`src/rtl/sme_pkg.sv`:
```
// Shared types and helpers for the multi-pattern string-matching engine.
package sme_pkg;

  typedef enum logic [2:0] {
    S_IDLE,
    S_P_LOAD,
    S_T_SCAN,
    S_P_SKIP,
    S_NEXT,
    S_DONE
  } sme_state_e;

  localparam logic [7:0] TERM_DEF = 8'h00;
  localparam logic [7:0] WILD_DEF = 8'h2E;

  // ASCII upper-case letters map to lower case; every other byte passes through.
  function automatic logic [7:0] sme_fold(input logic [7:0] b);
    sme_fold = (b >= 8'h41 && b <= 8'h5A) ? (b | 8'h20) : b;
  endfunction

  function automatic int sme_clog2(input int v);
    int r;
    r = 0;
    while ((1 << r) < v) r++;
    return r;
  endfunction

endpackage

```
`src/rtl/sme_window_cmp.sv`:
```
// Text sliding window plus length-masked comparator against the loaded pattern.
module sme_window_cmp
  import sme_pkg::*;
#(
  parameter int         PAT_MAX_LEN = 16,
  parameter int         LEN_W       = 5,
  parameter logic [7:0] WILD        = WILD_DEF
)(
  input  logic                     clk,
  input  logic                     reset,
  input  logic                     clr_i,
  input  logic                     shift_i,
  input  logic [7:0]               byte_i,
  input  logic [PAT_MAX_LEN*8-1:0] pat_i,
  input  logic [LEN_W-1:0]         len_i,
  input  logic                     fold_i,
  input  logic                     wild_i,
  output logic                     hit_o
);

  localparam int W = PAT_MAX_LEN * 8;

  logic [W-1:0]     win_q, win_d;
  logic [LEN_W-1:0] fill_q;

  function automatic logic byte_ok(input logic [7:0] t, input logic [7:0] p,
                                   input logic fold, input logic wild);
    if (wild && p == WILD) return 1'b1;
    if (fold)              return sme_fold(t) == sme_fold(p);
    return t == p;
  endfunction

  // Slot 0 holds the newest text byte; the pattern buffer uses the same
  // orientation, so slot k of both lines up for the last len bytes.
  always_comb begin
    win_d = {win_q[W-9:0], byte_i};
    hit_o = ({1'b0, fill_q} + (LEN_W+1)'(1)) >= {1'b0, len_i};
    for (int unsigned k = 0; k < PAT_MAX_LEN; k++) begin
      if (k < 32'(len_i) && !byte_ok(win_d[k*8 +: 8], pat_i[k*8 +: 8], fold_i, wild_i))
        hit_o = 1'b0;
    end
  end

  always_ff @(posedge clk) begin
    if (reset || clr_i) begin
      win_q  <= '0;
      fill_q <= '0;
    end else if (shift_i) begin
      win_q <= win_d;
      if (fill_q != LEN_W'(PAT_MAX_LEN)) fill_q <= fill_q + LEN_W'(1);
    end
  end

endmodule

```
`src/rtl/sme_multi_pattern.sv`:
```
// Multi-pattern string matcher: loads each pattern from the pattern ROM, then
// streams the text ROM once per pattern and reports every match start address.
module sme_multi_pattern
  import sme_pkg::*;
#(
  parameter int         TXT_AW      = 12,
  parameter int         PAT_AW      = 7,
  parameter int         MAX_PAT     = 16,
  parameter int         PAT_MAX_LEN = 16,
  parameter logic [7:0] TERM        = TERM_DEF,
  parameter logic [7:0] WILD        = WILD_DEF,
  localparam int        PNO_W       = sme_clog2(MAX_PAT),
  localparam int        LEN_W       = sme_clog2(PAT_MAX_LEN + 1)
)(
  input  logic              clk,
  input  logic              reset,
  input  logic              case_insensitive,
  input  logic              wildcard_en,
  output logic [TXT_AW-1:0] T_addr,
  input  logic [7:0]        T_data,
  output logic [PAT_AW-1:0] P_addr,
  input  logic [7:0]        P_data,
  output logic [PNO_W-1:0]  pattern_no,
  output logic [TXT_AW-1:0] match_addr,
  output logic              valid,
  output logic              overflow,
  output logic              finish
);

  sme_state_e                 state_q, state_d;
  logic                       ci_q, ci_d, wc_q, wc_d;
  logic [PAT_AW-1:0]          p_addr_q, p_addr_d;
  logic [TXT_AW-1:0]          t_addr_q, t_addr_d, rd_addr_q, rd_addr_d;
  logic                       issued_q, issued_d;
  logic [LEN_W-1:0]           len_q, len_d;
  logic [PAT_MAX_LEN*8-1:0]   pbuf_q, pbuf_d;
  logic [PNO_W-1:0]           pno_q, pno_d;
  logic [TXT_AW-1:0]          maddr_q, maddr_d;
  logic                       valid_q, valid_d, ovf_q, ovf_d, fin_q, fin_d;
  logic                       shift, hit;

  sme_window_cmp #(
    .PAT_MAX_LEN (PAT_MAX_LEN),
    .LEN_W       (LEN_W),
    .WILD        (WILD)
  ) u_win (
    .clk     (clk),
    .reset   (reset),
    .clr_i   (state_q != S_T_SCAN),
    .shift_i (shift),
    .byte_i  (T_data),
    .pat_i   (pbuf_q),
    .len_i   (len_q),
    .fold_i  (ci_q),
    .wild_i  (wc_q),
    .hit_o   (hit)
  );

  // The pattern address always runs one ahead of the byte being consumed and
  // parks on the byte after TERM, so P_LOAD sees valid data on its first cycle.
  always_comb begin
    state_d   = state_q;
    ci_d      = ci_q;
    wc_d      = wc_q;
    p_addr_d  = p_addr_q;
    t_addr_d  = t_addr_q;
    rd_addr_d = rd_addr_q;
    issued_d  = issued_q;
    len_d     = len_q;
    pbuf_d    = pbuf_q;
    pno_d     = pno_q;
    maddr_d   = maddr_q;
    valid_d   = 1'b0;
    ovf_d     = ovf_q;
    fin_d     = fin_q;
    shift     = 1'b0;
    case (state_q)
      S_IDLE: begin
        ci_d     = case_insensitive;
        wc_d     = wildcard_en;
        p_addr_d = p_addr_q + PAT_AW'(1);
        len_d    = '0;
        state_d  = S_P_LOAD;
      end
      S_P_LOAD: begin
        if (P_data == TERM) begin
          if (len_q == '0) begin
            state_d = S_DONE;
            fin_d   = 1'b1;
          end else begin
            state_d  = S_T_SCAN;
            t_addr_d = '0;
            issued_d = 1'b0;
          end
        end else if (len_q == LEN_W'(PAT_MAX_LEN)) begin
          ovf_d    = 1'b1;
          p_addr_d = p_addr_q + PAT_AW'(1);
          state_d  = S_P_SKIP;
        end else begin
          pbuf_d   = {pbuf_q[(PAT_MAX_LEN-1)*8-1:0], P_data};
          len_d    = len_q + LEN_W'(1);
          p_addr_d = p_addr_q + PAT_AW'(1);
        end
      end
      S_T_SCAN: begin
        if (!issued_q) begin
          rd_addr_d = t_addr_q;
          t_addr_d  = t_addr_q + TXT_AW'(1);
          issued_d  = 1'b1;
        end else if (T_data == TERM) begin
          state_d = S_NEXT;
        end else begin
          shift = 1'b1;
          if (hit) begin
            valid_d = 1'b1;
            maddr_d = rd_addr_q - TXT_AW'(len_q) + TXT_AW'(1);
          end
          if (rd_addr_q == '1) begin
            state_d = S_NEXT;
          end else begin
            rd_addr_d = t_addr_q;
            t_addr_d  = t_addr_q + TXT_AW'(1);
          end
        end
      end
      S_P_SKIP: begin
        if (P_data == TERM) state_d = S_NEXT;
        else                p_addr_d = p_addr_q + PAT_AW'(1);
      end
      S_NEXT: begin
        if (pno_q == PNO_W'(MAX_PAT - 1)) begin
          state_d = S_DONE;
          fin_d   = 1'b1;
        end else begin
          pno_d    = pno_q + PNO_W'(1);
          p_addr_d = p_addr_q + PAT_AW'(1);
          len_d    = '0;
          state_d  = S_P_LOAD;
        end
      end
      S_DONE:  state_d = S_DONE;
      default: state_d = S_IDLE;
    endcase
  end

  always_ff @(posedge clk) begin
    if (reset) begin
      state_q   <= S_IDLE;
      ci_q      <= 1'b0;
      wc_q      <= 1'b0;
      p_addr_q  <= '0;
      t_addr_q  <= '0;
      rd_addr_q <= '0;
      issued_q  <= 1'b0;
      len_q     <= '0;
      pbuf_q    <= '0;
      pno_q     <= '0;
      maddr_q   <= '0;
      valid_q   <= 1'b0;
      ovf_q     <= 1'b0;
      fin_q     <= 1'b0;
    end else begin
      state_q   <= state_d;
      ci_q      <= ci_d;
      wc_q      <= wc_d;
      p_addr_q  <= p_addr_d;
      t_addr_q  <= t_addr_d;
      rd_addr_q <= rd_addr_d;
      issued_q  <= issued_d;
      len_q     <= len_d;
      pbuf_q    <= pbuf_d;
      pno_q     <= pno_d;
      maddr_q   <= maddr_d;
      valid_q   <= valid_d;
      ovf_q     <= ovf_d;
      fin_q     <= fin_d;
    end
  end

  assign T_addr     = t_addr_q;
  assign P_addr     = p_addr_q;
  assign pattern_no = pno_q;
  assign match_addr = maddr_q;
  assign valid      = valid_q;
  assign overflow   = ovf_q;
  assign finish     = fin_q;

endmodule

```
`config.mk`:
```
export PLATFORM = sky130hd
export DESIGN_NAME = sme_multi_pattern
export DESIGN_NICKNAME = d
export VERILOG_FILES = /design/src/rtl/sme_pkg.sv /design/src/rtl/sme_window_cmp.sv /design/src/rtl/sme_multi_pattern.sv
export SDC_FILE = /design/constraint.sdc
export NUM_CORES = 1
export LEC_CHECK = 0
export CAP_MARGIN = 0
export CORE_MARGIN = 1.5
export CORE_UTILIZATION = 60
export CTS_BUF_LIST = sky130_fd_sc_hd__clkbuf_2
export DETAILED_ROUTE_END_ITERATION = 12
export PLACE_DENSITY_LB_ADDON = 0.05
export SLEW_MARGIN = 20
export SYNTH_ARGS = -nofsm -noshare
export SYNTH_HDL_FRONTEND = slang
export SYNTH_SLANG_ARGS = --single-unit
```
`constraint.sdc`:
```
create_clock -name clk -period 3.2 [get_ports clk]
set_clock_uncertainty 0.15 [all_clocks]
set_input_delay 0.32 -clock clk [delete_from_list [all_inputs] [get_ports clk]]
set_output_delay 0.32 -clock clk [all_outputs]
set_load 0.1 [all_outputs]
```
==> summary.md <==
| Metric | Value |
|---|---|
| Outcome | finished clean |
| Placer Congestion | 0.8924 |
| Final TNS setup | 0 ns |
| Postcts setup bufs | 0 |
| Grt ovf | 0 |
| Number of synthesized register bits | 314 |
| Slowest-stage cell, CP | or4_1 |
| DR vias | 14487 |
| Library cells used by synthesis | 80 |
| Psw | 2.462 mW |
| Crit-path cells | or4_1 > o22ai_1 > o31ai_1 > or3_1 > a21oi_2 > o211a_1 > and4bb_4 > a21oi_1 > a311oi_1 |
| Core Area | 25110 um2 |
| Combinational power share | 13.5% |
| First DRT Iteration DRCs | 1194 |
| WP buf/inv | 0 |
| Sequential area share after synthesis | 41.07% |
| P&R area growth vs syn | 12.06% |
| Post-DRT Antenna Nets | 0 |
| Number of global-route vias before repair | 13464 |
| Row cnt | 58 |
| Syn. warnings | 0 |
| Syn nets | 2062 |
| CTS root buf | clkbuf_2 |
| Largest net degree at the start of global routing | 83 |
| Worst EP required | 3.82 ns |
| Area contributors post-synth | dfxtp_1, nand2_1, a21oi_1 |
| First-pass GRT wire length | 67640 um |
| CTS tree | done |
| Type of the worst min-delay path | primary input to register |
| Fin nets | 2160 |
| Fin. max-slew vios | 0 |
| Tcrit/Tclk final | 93.46% |
| R2R setup slack | 0.21 ns |
| Gr usage total | 31.20% |
| Initial core utilization | 60.96% |
| Fill cell count | 2242 |
| DRT Pass-1 Iters | 7 |
| Post-Synthesis Cells | 2011 |
| # setup viols final | 0 |
| Vias/cell | 5.825 |
| Most used routing layer | met2 |
| Clk_lat worst skew | 0.90 ns |
| GR Util met1 | 39.24% |
| Hold Vio Cnt, Final | 0 |
| Clock Path Buffers | 3 |
| CP Launch Type | register |
| Async S/R FF share, synth | 0% |
| Remaining DRCs | 0 |
| Avg WL per Cell | 16.59 um |
| Clk sinks | 314 |
| Pleak | 6.200 nW |
| R2r startpoint | u_win.win_q[96]$_SDFFE_PP0P_ |
| Pwr dens | 452.4 nW/um2 |
| Worst Setup End Kind | register |
| Max-cap violations | 0 |
| IO Count | 58 |
| Worst Hold Depth | 3 |
| Area leader, netlist | dfxtp_1 |
| Cell Int Power | 5.297 mW |
| Met2 usage | 54.18% |
| RSZ-0062 raised after global routing | false |
| FF-to-FF End | match_addr[2]$_SDFFE_PP0P_ |
| Hold slack | 0.2745 ns |
| Die footprint | 26480 um2 |
| Initial antenna violation count | 1 |
| Fin worst setup slack | 0.2093 ns |
| CTS clock-pin slew for the worst setup and hold paths | 0.10 ns |
| Dpl hpwl | 28340 um |
| Crit path largest cell delay | 0.53 ns |
| Hold path start | reset |
| Port bufs | 57 |
| Max Freq | 334.4 MHz |
| Clk pwr share | 34.6% |
| Worst slew pin tran | 0.9917 ns |
| Top cell type's share of synthesized area | 41.07% |
| Worst EP arrival | 3.61 ns |
| Placed insts | 2336 |
| CP max FO | 12 |
| Sequential power share | 52.0% |
| Pre-CTS worst setup slack | 0.08517 ns |
| Kind of critical path | register to register |
| Top Family by Delay on Critical Path | simple AND/OR/NAND/NOR gates |
| Post-route insts no fill | 2487 |
| Ratio of cells with drive above 1 in the final layout | 10.44% |
| Mean Syn Cell Area | 7.611 um2 |
| Cell Area, Synth | 15310 um2 |
| CTS buffer count | 82 |
| Switching Fraction | 31.73% |
| Met3 Use GR | 4.533% |
| Final min period | 2.991 ns |
| Reg2Reg Depth | 9 |
| H-tree lvl count | 3 |
| Die Span X | 162.7 um |
| Slew Limit Headroom | 33.68% |
| Worst Hold End | P_addr[2]$_SDFFE_PP0P_ |
| Post-synth top flop | dfxtp_1 |
| Maximum VDD drop | 0.0002962 V |
| Die height | 162.7 um |
| WL final | 41270 um |
| Number of flops mapped to enable cells by yosys | 0 |
-- cells in the mapped netlist (5+ instances only) --
cell and count:
nand2b_1 7, nor3_1 37, o21ai_1 13, o211ai_1 5, nor2b_1 6, nand3_1 41
a21oi_1 329, nor4b_1 5, nand4_1 29, xor2_1 85, dfxtp_1 314, a21o_1 12
nand2_1 575, and3_1 10, xnor2_1 64, mux2i_1 8, ha_1 30, nor4_1 33
o31ai_1 6, a41oi_1 6, o21ai_0 22, nor2_1 77, o22ai_1 11, or4_1 24
clkbuf_1 100, a31oi_1 13, or3_1 13, inv_1 44, a311oi_1 5
-- placed cells by master (no fill, tap or decap), types with 4 or more instances in the layout --
| cell type | synthesis | final |
|---|---|---|
| nor3b_1 | 4 | 4 |
| clkbuf_2 | 0 | 116 |
| nand2_1 | 575 | 574 |
| or4_1 | 24 | 24 |
| nand2b_1 | 7 | 6 |
| a311oi_1 | 5 | 5 |
| inv_1 | 44 | 44 |
| o211ai_1 | 5 | 5 |
| a2bb2oi_1 | 4 | 4 |
| nor3_1 | 37 | 37 |
| mux2i_1 | 8 | 8 |
| o22a_1 | 4 | 4 |
| xor2_1 | 85 | 85 |
| clkinv_1 | 0 | 7 |
| o22ai_1 | 11 | 11 |
| o21ai_1 | 13 | 12 |
| a41oi_1 | 6 | 6 |
| dlygate4sd3_1 | 0 | 19 |
| nand3_1 | 41 | 41 |
| buf_12 | 0 | 8 |
| a21oi_1 | 329 | 329 |
| buf_4 | 1 | 66 |
| or3_1 | 13 | 13 |
| ha_1 | 30 | 30 |
| nand4_1 | 29 | 29 |
| clkdlybuf4s50_1 | 0 | 30 |
| nor4b_1 | 5 | 5 |
| xnor2_1 | 64 | 64 |
| a31oi_1 | 13 | 13 |
| a211oi_1 | 4 | 4 |
| nor4_1 | 33 | 33 |
| nor2b_1 | 6 | 5 |
| a21o_1 | 12 | 12 |
| nor2_1 | 77 | 77 |
| o31ai_1 | 6 | 6 |
| and3_1 | 10 | 9 |
| o21ai_0 | 22 | 22 |
| dfxtp_1 | 314 | 313 |
-- tightest hold or removal path, stage by stage --
cell	delay (ns)
dlygate4sd3_1	0.55
buf_4	0.27
nor2_1	0.13
-- metal layers --
layer,up-vias,wire length [um]
li1,7144,-
met2,420,20350
met1,6839,17820
met3,84,2092
met4,0,1009
met5,-,0
-- area by class of cell --
type	count	area [um2]	share of cell area (%)
antenna	1	2.502	0.01459
clock buffer	116	580.6	3.385
clock inverter	15	107.6	0.6274
inverter	45	168.9	0.9848
multi-input combinational	1543	8446	49.24
sequential	314	6287	36.66
tap	330	412.9	2.407
timing repair buffer	123	1146	6.682
-- state kept, by name, summed over array words and instances (netlist names) --
register,flops
finish,1
state_q,3
wc_q,1
valid,1
P_addr,7
ci_q,1
u_win.fill_q,5
pattern_no,4
T_addr,12
match_addr,12
issued_q,1
overflow,1
rd_addr_q,12
len_q,5
u_win.win_q,120
pbuf_q,128
-- how the worst max path moves through the flow --
stage | start | end | slack (ns) | cells past startpoint
2_1_floorplan | len_q[2]$_SDFFE_PP0P_ | match_addr[10]$_SDFFE_PP0P_ | 0.27 | 13
3_3_place_gp | T_data[0] | match_addr[0]$_SDFFE_PP0P_ | 0.16 | 10
3_5_place_dp | T_data[0] | match_addr[8]$_SDFFE_PP0P_ | 0.09 | 10
4_1_cts | u_win.win_q[96]$_SDFFE_PP0P_ | match_addr[2]$_SDFFE_PP0P_ | 0.22 | 9
5_1_grt | u_win.fill_q[1]$_SDFFE_PP0P_ | match_addr[2]$_SDFFE_PP0P_ | 0.01 | 12
6_report | u_win.win_q[96]$_SDFFE_PP0P_ | match_addr[2]$_SDFFE_PP0P_ | 0.21 | 9
-- metrics by stage --
step	power (mW)	area [um2]	utilization, %
floorplan	4.798	15310	-
global placement	5.121	16270	64.79
detailed placement	5.135	16270	64.79
CTS	7.808	17150	68.29
global route	8.115	17150	68.31
finish	7.759	17150	68.31
-- kinds of logic after synthesis --
kind of cell	share of synthesized area, %
AOI/OAI and AO/OA	18.19
xor gates and xnor gates	8.526
adders and majority gates	2.583
buffers and inverters	4.006
DFF	41.07
muxes	0.7439
and+or+nand+nor	24.88
-- power groups by stage --
stage	registers (mW)	logic [mW]	clock network, mW
after global routing	4.04	1.12	2.95
after floorplan	4.19	0.608	0
after global placement	4.12	1.00	0
after CTS	4.03	1.04	2.74
after detailed placement	4.12	1.01	0
final	4.03	1.04	2.68
-- what timing repair did --
action                     4_1_cts  5_1_grt
hold endpoints to repair        62        0
resized for setup                0        1
hold buffers                    19        0
setup endpoints to repair        0        1
Power figures use the tool's default switching activity.
